--- src/rtl/core_pkg.sv ---
// Shared core definitions: loader state encoding and bus constants.
// Used by imem_loader and the core top level.
package core_pkg;

    typedef enum logic [1:0] {
        LDR_IDLE = 2'd0,
        LDR_REQ  = 2'd1,
        LDR_DATA = 2'd2,
        LDR_DONE = 2'd3
    } ldr_state_t;

    localparam int AVM_BURST_WIDTH = 12;

    localparam logic [3:0] IMEM_BE_ALL = 4'hF;

endpackage

--- src/rtl/imem_loader.sv ---
// Burst-reads a program image over Avalon-MM into imem while holding the core.
// Define IMEM_LOADER_CHECKSUM_EN to add the running checksum output.
module imem_loader
    import core_pkg::*;
#(
    parameter int IMEM_ADDR_WIDTH = 12,
    parameter int MAX_BURST       = 64
) (
    input  logic                       clk,
    input  logic                       reset,
    input  logic                       start,
    input  logic [31:0]                src_addr,
    input  logic [IMEM_ADDR_WIDTH:0]   num_words,
    output logic                       busy,
    output logic                       done,
    output logic                       core_hold,
    input  logic                       avm_rx_waitrequest,
    output logic [AVM_BURST_WIDTH-1:0] avm_rx_burstcount,
    output logic [31:0]                avm_rx_address,
    output logic                       avm_rx_read,
    input  logic [31:0]                avm_rx_readdata,
    input  logic                       avm_rx_readdatavalid,
    output logic                       imem_write,
    output logic [31:0]                imem_waddr,
    output logic [31:0]                imem_wdata,
    output logic [3:0]                 imem_be
`ifdef IMEM_LOADER_CHECKSUM_EN
    ,
    output logic [31:0]                checksum
`endif
);

    localparam int CW = IMEM_ADDR_WIDTH + 1;
    localparam logic [CW-1:0] DEPTH = {1'b1, {IMEM_ADDR_WIDTH{1'b0}}};

    ldr_state_t                 state;
    logic [31:0]                rd_addr;
    logic [CW-1:0]              remaining;
    logic [CW-1:0]              wr_idx;
    logic [CW-1:0]              clamped;
    logic [AVM_BURST_WIDTH-1:0] beats;
    logic                       last_beat;

    function automatic logic [AVM_BURST_WIDTH-1:0] burst_len(
        input logic [CW-1:0] rem
    );
        if (int'(rem) > MAX_BURST) begin
            return AVM_BURST_WIDTH'(MAX_BURST);
        end
        return AVM_BURST_WIDTH'(rem);
    endfunction

    assign clamped   = (num_words > DEPTH) ? DEPTH : num_words;
    assign last_beat = (beats == AVM_BURST_WIDTH'(1));

    always_ff @(posedge clk) begin
        if (reset) begin
            state             <= LDR_IDLE;
            rd_addr           <= '0;
            remaining         <= '0;
            wr_idx            <= '0;
            beats             <= '0;
            busy              <= 1'b0;
            done              <= 1'b0;
            core_hold         <= 1'b0;
            avm_rx_read       <= 1'b0;
            avm_rx_address    <= '0;
            avm_rx_burstcount <= '0;
            imem_write        <= 1'b0;
            imem_waddr        <= '0;
            imem_wdata        <= '0;
            imem_be           <= '0;
`ifdef IMEM_LOADER_CHECKSUM_EN
            checksum          <= '0;
`endif
        end else begin
            imem_write <= 1'b0;
            imem_be    <= '0;
            done       <= 1'b0;
            unique case (state)
                LDR_IDLE: begin
                    if (start) begin
                        rd_addr   <= src_addr & ~32'h3;
                        remaining <= clamped;
                        wr_idx    <= '0;
                        busy      <= 1'b1;
                        core_hold <= 1'b1;
`ifdef IMEM_LOADER_CHECKSUM_EN
                        checksum  <= '0;
`endif
                        if (clamped == '0) begin
                            state <= LDR_DONE;
                        end else begin
                            state             <= LDR_REQ;
                            avm_rx_read       <= 1'b1;
                            avm_rx_address    <= src_addr & ~32'h3;
                            avm_rx_burstcount <= burst_len(clamped);
                        end
                    end
                end
                LDR_REQ: begin
                    // Address and count stay registered until the slave accepts.
                    if (!avm_rx_waitrequest) begin
                        avm_rx_read <= 1'b0;
                        beats       <= avm_rx_burstcount;
                        remaining   <= remaining - CW'(avm_rx_burstcount);
                        rd_addr     <= rd_addr + (32'(avm_rx_burstcount) << 2);
                        state       <= LDR_DATA;
                    end
                end
                LDR_DATA: begin
                    if (avm_rx_readdatavalid) begin
                        imem_write <= 1'b1;
                        imem_be    <= IMEM_BE_ALL;
                        imem_waddr <= 32'({wr_idx, 2'b00});
                        imem_wdata <= avm_rx_readdata;
`ifdef IMEM_LOADER_CHECKSUM_EN
                        checksum   <= checksum + avm_rx_readdata;
`endif
                        wr_idx     <= wr_idx + CW'(1);
                        beats      <= beats - AVM_BURST_WIDTH'(1);
                        if (last_beat) begin
                            if (remaining != '0) begin
                                state             <= LDR_REQ;
                                avm_rx_read       <= 1'b1;
                                avm_rx_address    <= rd_addr;
                                avm_rx_burstcount <= burst_len(remaining);
                            end else begin
                                state <= LDR_DONE;
                            end
                        end
                    end
                end
                LDR_DONE: begin
                    done      <= 1'b1;
                    busy      <= 1'b0;
                    core_hold <= 1'b0;
                    state     <= LDR_IDLE;
                end
                default: state <= LDR_IDLE;
            endcase
        end
    end

endmodule

--- config.mk ---
export PLATFORM = sky130hd
export DESIGN_NAME = imem_loader
export DESIGN_NICKNAME = d
export VERILOG_FILES = /design/src/rtl/core_pkg.sv /design/src/rtl/imem_loader.sv
export SDC_FILE = /design/constraint.sdc
export NUM_CORES = 1
export LEC_CHECK = 0
export CORE_UTILIZATION = 40
export CTS_CLUSTER_DIAMETER = 40
export DETAILED_ROUTE_END_ITERATION = 16
export PLACE_DENSITY_LB_ADDON = 0.08
export RECOVER_POWER = 50
export SYNTH_ARGS = -nofsm -noshare
export SYNTH_HDL_FRONTEND = slang
export SYNTH_SLANG_ARGS = --single-unit
--- constraint.sdc ---
create_clock -name clk -period 2.4 [get_ports clk]
set_input_delay 0.24 -clock clk [delete_from_list [all_inputs] [get_ports clk]]
set_output_delay 0.24 -clock clk [all_outputs]
set_load 0.02 [all_outputs]
**Word level (Yosys, flattened, before mapping)**

Cells that the tools add are included.

- Add/sub/neg operators: 4
- Multiply operators: 0
- Divide/modulo/power cells: 0
- $lt $le $gt $ge: 3
- Equal/unequal tests: 10
- Shift operators: 0
- Mux-type cells: 59
- Bitwise logic cells: 1
- Reduce and logical (&&, ||, !) cells: 17

Operator list:

| kind | number |
|---|---|
| two-way mux 32 bit | 7 |
| two-way mux 12 bit | 11 |
| one-hot mux 32 bit (2 select lines) | 2 |
| two-way mux 13 bit | 5 |
| one-hot mux 13 bit (2 select lines) | 2 |
| one-hot mux 12 bit (2 select lines) | 2 |
| adder 32 x 14 -> 32 bit | 1 |
| > comparator 13 x 7 -> 1 bit (second input constant) | 2 |
| two-way mux 1 bit | 20 |
| adder 13 x 1 -> 13 bit (second input constant) | 1 |
| > comparator 13 bit (second input constant) | 1 |
| logical NOT 13 bit | 1 |
| nonzero test 13 bit | 1 |
| subtractor 13 x 12 -> 13 bit | 1 |
| == test 12 x 1 -> 1 bit (second input constant) | 1 |
| two-way mux 2 bit | 6 |
| != test 2 bit (second input constant) | 6 |
| subtractor 12 x 1 -> 12 bit (second input constant) | 1 |
| AND reduction 3 bit | 3 |
| one-hot mux 2 bit (4 select lines) | 1 |
| nonzero test 2 bit | 4 |
| AND reduction 7 bit | 1 |
| AND reduction 6 bit | 1 |
| == test 2 bit (second input constant) | 2 |
| 10 further kinds | 11 |

- Register bits: 169
- Latch bits: 0
- Memory bits (writable): 0
- ROM bits: 0
- Output and inout port bits: 117
- Word-level logic and storage cells: 108
- Memories: 0

**Depth between registers and ports, before layout**

- Depth after elaboration: 12
- Depth in mapped cells: 9
- Depth with buffers taken out: 9

**Worst setup path before layout**

OpenSTA, ideal clock, no wires.

- Path kind: register to register
- Start: register avm_rx_burstcount[0]
- End: register rd_addr[18]
- Setup time: 122 ps
- Data arrival time: 2531 ps
- Data required time: 2278 ps
- Path slack: -252 ps
- Cell stages (with the launch flop): 10
- Path buffers: 1
- Period minus slack after synthesis: 2652 ps
- Cells stage by stage: dfxtp_1 > ha_1 > fa_1 > a211oi_1 > o21ai_0 > a311oi_1 > nor3_1 > buf_2 > a311oi_1 > nor2_1

- Word-level cells in the longest chain between the ends: 3

RTL lines:

| element | RTL line | source |
|---|---|---|
| from (decl) | imem_loader.sv:18 | `output logic [AVM_BURST_WIDTH-1:0] avm_rx_burstcount,` |
| from (signal assigned) | imem_loader.sv:97 | `avm_rx_burstcount <= burst_len(clamped);` |
| from (signal assigned) | imem_loader.sv:127 | `avm_rx_burstcount <= burst_len(remaining);` |
| adder 32 x 14 -> 32 bit | imem_loader.sv:107 | `rd_addr <= rd_addr + (32'(avm_rx_burstcount) << 2);` |
| two-way mux 32 bit | imem_loader.sv:103 | `if (!avm_rx_waitrequest) begin` |
| one-hot mux 32 bit (2 select lines) | imem_loader.sv:80 | `unique case (state)` |
| to (signal assigned) | imem_loader.sv:83 | `rd_addr <= src_addr & ~32'h3;` |
| to (signal assigned) | imem_loader.sv:107 |  |
| to (decl) | imem_loader.sv:37 | `logic [31:0] rd_addr;` |

No other way between the ends. The select of a mux whose other input is x is not followed.
A chain may end at the register's enable or synchronous reset.

**Worst setup path after layout**

- Start: register rd_addr[2]
- End: register rd_addr[16]

- Word-level cells in the longest chain between the ends: 3

RTL lines:

| element | RTL line |
|---|---|
| adder 32 x 14 -> 32 bit | imem_loader.sv:107 |
| two-way mux 32 bit | imem_loader.sv:103 |
| one-hot mux 32 bit (2 select lines) | imem_loader.sv:80 |

No other way between the ends. The select of a mux whose other input is x is not followed.

==> impl_results.md <==
- Outcome: finished, final reports clean
- Worst-path maximum fanout: 8
- Crit path kind: reg -> reg
- Sinks on Clock Net: 161
- Fin crit period: 2.34 ns
- Initial antenna violation count: 0
- Netlist Area Pre-Place: a little under 9000 um^2
- Global placer's final weighted congestion: between 0.8 and 0.9
- Antenna-violating nets left: 0
- Die X: around 150 um
- Max_slew headroom: 35.7%
- Post-synth top cells: nand2_1, dfxtp_1, a21oi_1
- Post-CTS Setup Bufs: 0
- Syn-to-layout area delta: 35.7%
- CTS root buf: clkbuf_16
- Hold Crit Class: in -> reg
- Slew Viols, Final: 0
- Hold slack: approximately 0.11 ns
- EDFF count, synth: 0
- Tightest Pin Transition: between 0.9 and 1 ns
- Area of the multi-input gates: approximately 5100 um^2
- Maximum clock rate: approximately 430 MHz
- Synth cell types: 69
- Main combinational cell family by area after synthesis: simple AND/OR/NAND/NOR gates
- DRC: 0
- Avg WL per Cell: about 17 um
- Longest Clk Path Bufs: 2
- CP endpoint kind: flop
- Worst Path Arrival: approximately 2.7 ns
- Overall global routing resource usage: about a quarter
- Simple-Gate Fraction of Synth Area: roughly a quarter
- Filler cells: between 2000 and 2500
- Worst setup path startpoint: rd_addr[2]
- Cell with the most instances after synthesis: nand2_1
- Antenna cells: 0
- Hold-fix buffers at CTS: 0
- Total Neg Setup Slack: 0 ns
- Die area: 22600 um^2
- Static leakage: just under 0.005 uW
- First-pass GRT wire length: 43.1 mm
- # port buffers: about 180
- DR pass1 iterations: 5
- Final setup margin: 0.0616 ns
- RSZ-0062 raised after global routing: yes
- Share of flip-flops with an asynchronous set or reset: 0%
- Clk_lat worst skew: roughly 0.44 ns
- Detailed placement HPWL: about 20 mm
- First DRT Iteration DRCs: between 600 and 700
- Share of layout cells above drive strength 1: a little over an eighth
- Vert. Die Dim: 150 um
- Average size of a mapped cell: between 7 and 8 um^2
- Hold Crit Start: reset
- Element type at the critical path start: flop
- Max-Cap Viols: 0
- Top post-synthesis cells by area: dfxtp_1, nand2_1, a21oi_1
- Synth Area in XOR/XNOR: roughly 2.2%
- Via count: about 9000
- Worst Path Required: about 2.7 ns
- Final setup vio count: 0
- CTS H-tree depth: 4
- Rows: 53
- GRT overflow: 0
- Final Cycle Share: a little over nine tenths
- Max VDD drop: ~0.55 mV
- Starting Density: slightly above 40%
- Final Hold Viols: 0
- Post-DR vias/cell: ~5.4
- Vias in the first global route: 7939
- PD cells: 766 nW/um^2
- I/O pin cnt: approximately 200
- CTS Buf Count: 17
- Reg2reg start: rd_addr[2]
- Net count, final: roughly 1500
- Compound-Gate Fraction of Synth Area: 22.5%
- Mux contribution to synthesized area: less than 1%
- Register bit count reported by yosys: about 160
- Post-Syn Instances: approximately 1200
- Syn. warnings: 0
- Register area share after synthesis: between 30 and 40%
- Clock Skew: approximately 0.011 ns
- Largest net degree at the start of global routing: about 100
- Clock-pin slew on the worst setup and hold paths: ~0.07 ns
- Pre-CTS setup slack: -0.307 ns
- Cell taking the most area after synthesis: dfxtp_1
- Post-synth top area share: about 37%
- Area taken by flip-flops and latches: around 3200 um^2
- Final WL: about 28 mm
- CTS tree: built
- Ys flop type: dfxtp_1
- Core area: 21300 um^2
- Post-Synth Adder-Cell Area: about 4.3%
-- cell type report --
cell class                      instances  share of cell area [%]
Multi-Input combinational cell        903                    43.1
Clock buffer                           18                    3.68
Inverter                               29                   0.913
Timing Repair Buffer                  270                    21.0
Sequential cell                       161                    27.1
Tap cell                              275                    2.89
Clock inverter                         14                    1.34
-- path summary, 6_finish.rpt --
| kind | slack, ns | depth (start not counted) | to |
|---|---|---|---|
| worst max register to register | 0.06 | 9 | rd_addr[16] |
| worst min-delay path | 0.11 | 2 | avm_rx_address[24] |
| worst max-delay path | 0.06 | 9 | rd_addr[16] |
| worst min register to register | 0.45 | 2 | avm_rx_address[22] |
-- logic make-up after synthesis --
logic type	after synthesis
compound gates	303
xor+xnor	22
fa+ha+maj	29
buf+inv	132
flops	161
mux	6
other cells	1
simple gates	522
-- timing repair --
item,4_1_cts,5_1_grt
gates resized for setup,2,21
hold endpoints to repair,0,0
endpoints found under the setup margin,9,17
pin swaps,1,9
-- per-stage QoR --
step	cells	instance area, um^2	total power (uW)	utilization (%)
2_1_floorplan	1196	8870	5200	-
4_1_cts	1670	11900	9180	55.7
6_report	1670	11900	9130	56.0
3_3_place_gp	1638	11200	6400	52.8
5_1_grt	1670	11900	9660	56.0
3_5_place_dp	1638	11200	6420	52.8
-- layer usage --
layer	wire length [um]	up-vias	track usage [%]
met1	13200	4140	35.1
met5	0	-	0
met3	1780	28	4.82
met4	322	0	5.61
li1	-	4507	-
met2	12500	293	38.4
-- critical path, stage by stage (launching register included) --
cell and delay, ns:
dfxtp_2 0.34, ha_4 0.16, fa_2 0.38, a211oi_4 0.28, o21ai_2 0.11, a311oi_2 0.39
nor3_4 0.14, buf_4 0.17, a22oi_1 0.14, o22ai_1 0.10
-- registers in the layout, indices dropped and copies added (netlist names) --
name / cells
avm_rx_address: 30
avm_rx_burstcount: 12
avm_rx_read: 1
beats: 12
core_hold: 1
done: 1
imem_be: 1
imem_waddr: 13
imem_wdata: 32
rd_addr: 30
remaining: 13
state: 2
wr_idx: 13
-- cells in the final DEF (no fill, tap or decap), types with 6 or more instances in the layout --
cell type,count
a31oi_1,15
conb_1,21
a32oi_1,8
nor4_1,8
nand2_1,296
nor3_1,32
nand4_1,11
o21ai_0,35
a21o_1,6
dfxtp_1,159
nand2b_1,7
inv_1,29
xor2_1,11
nand3_1,33
ha_1,26
a21oi_2,15
a21oi_1,108
and3_1,12
nand2_2,14
buf_4,87
a311oi_1,8
a221oi_1,12
clkdlybuf4s50_1,78
a22oi_1,12
clkbuf_16,17
and4_1,6
dlygate4sd3_1,96
a211oi_1,17
o22ai_1,8
nor2_1,73
xnor2_1,11
-- power breakdown --
part / leakage [uW] / internal (uW) / switching (uW)
sequential: 0.00131 / 2930 / 222
combinational: 0.00322 / 1380 / 1850
clock: 0.000293 / 1430 / 1310
total: 0.00483 / 5740 / 3390
Power figures use the tool's default switching activity.
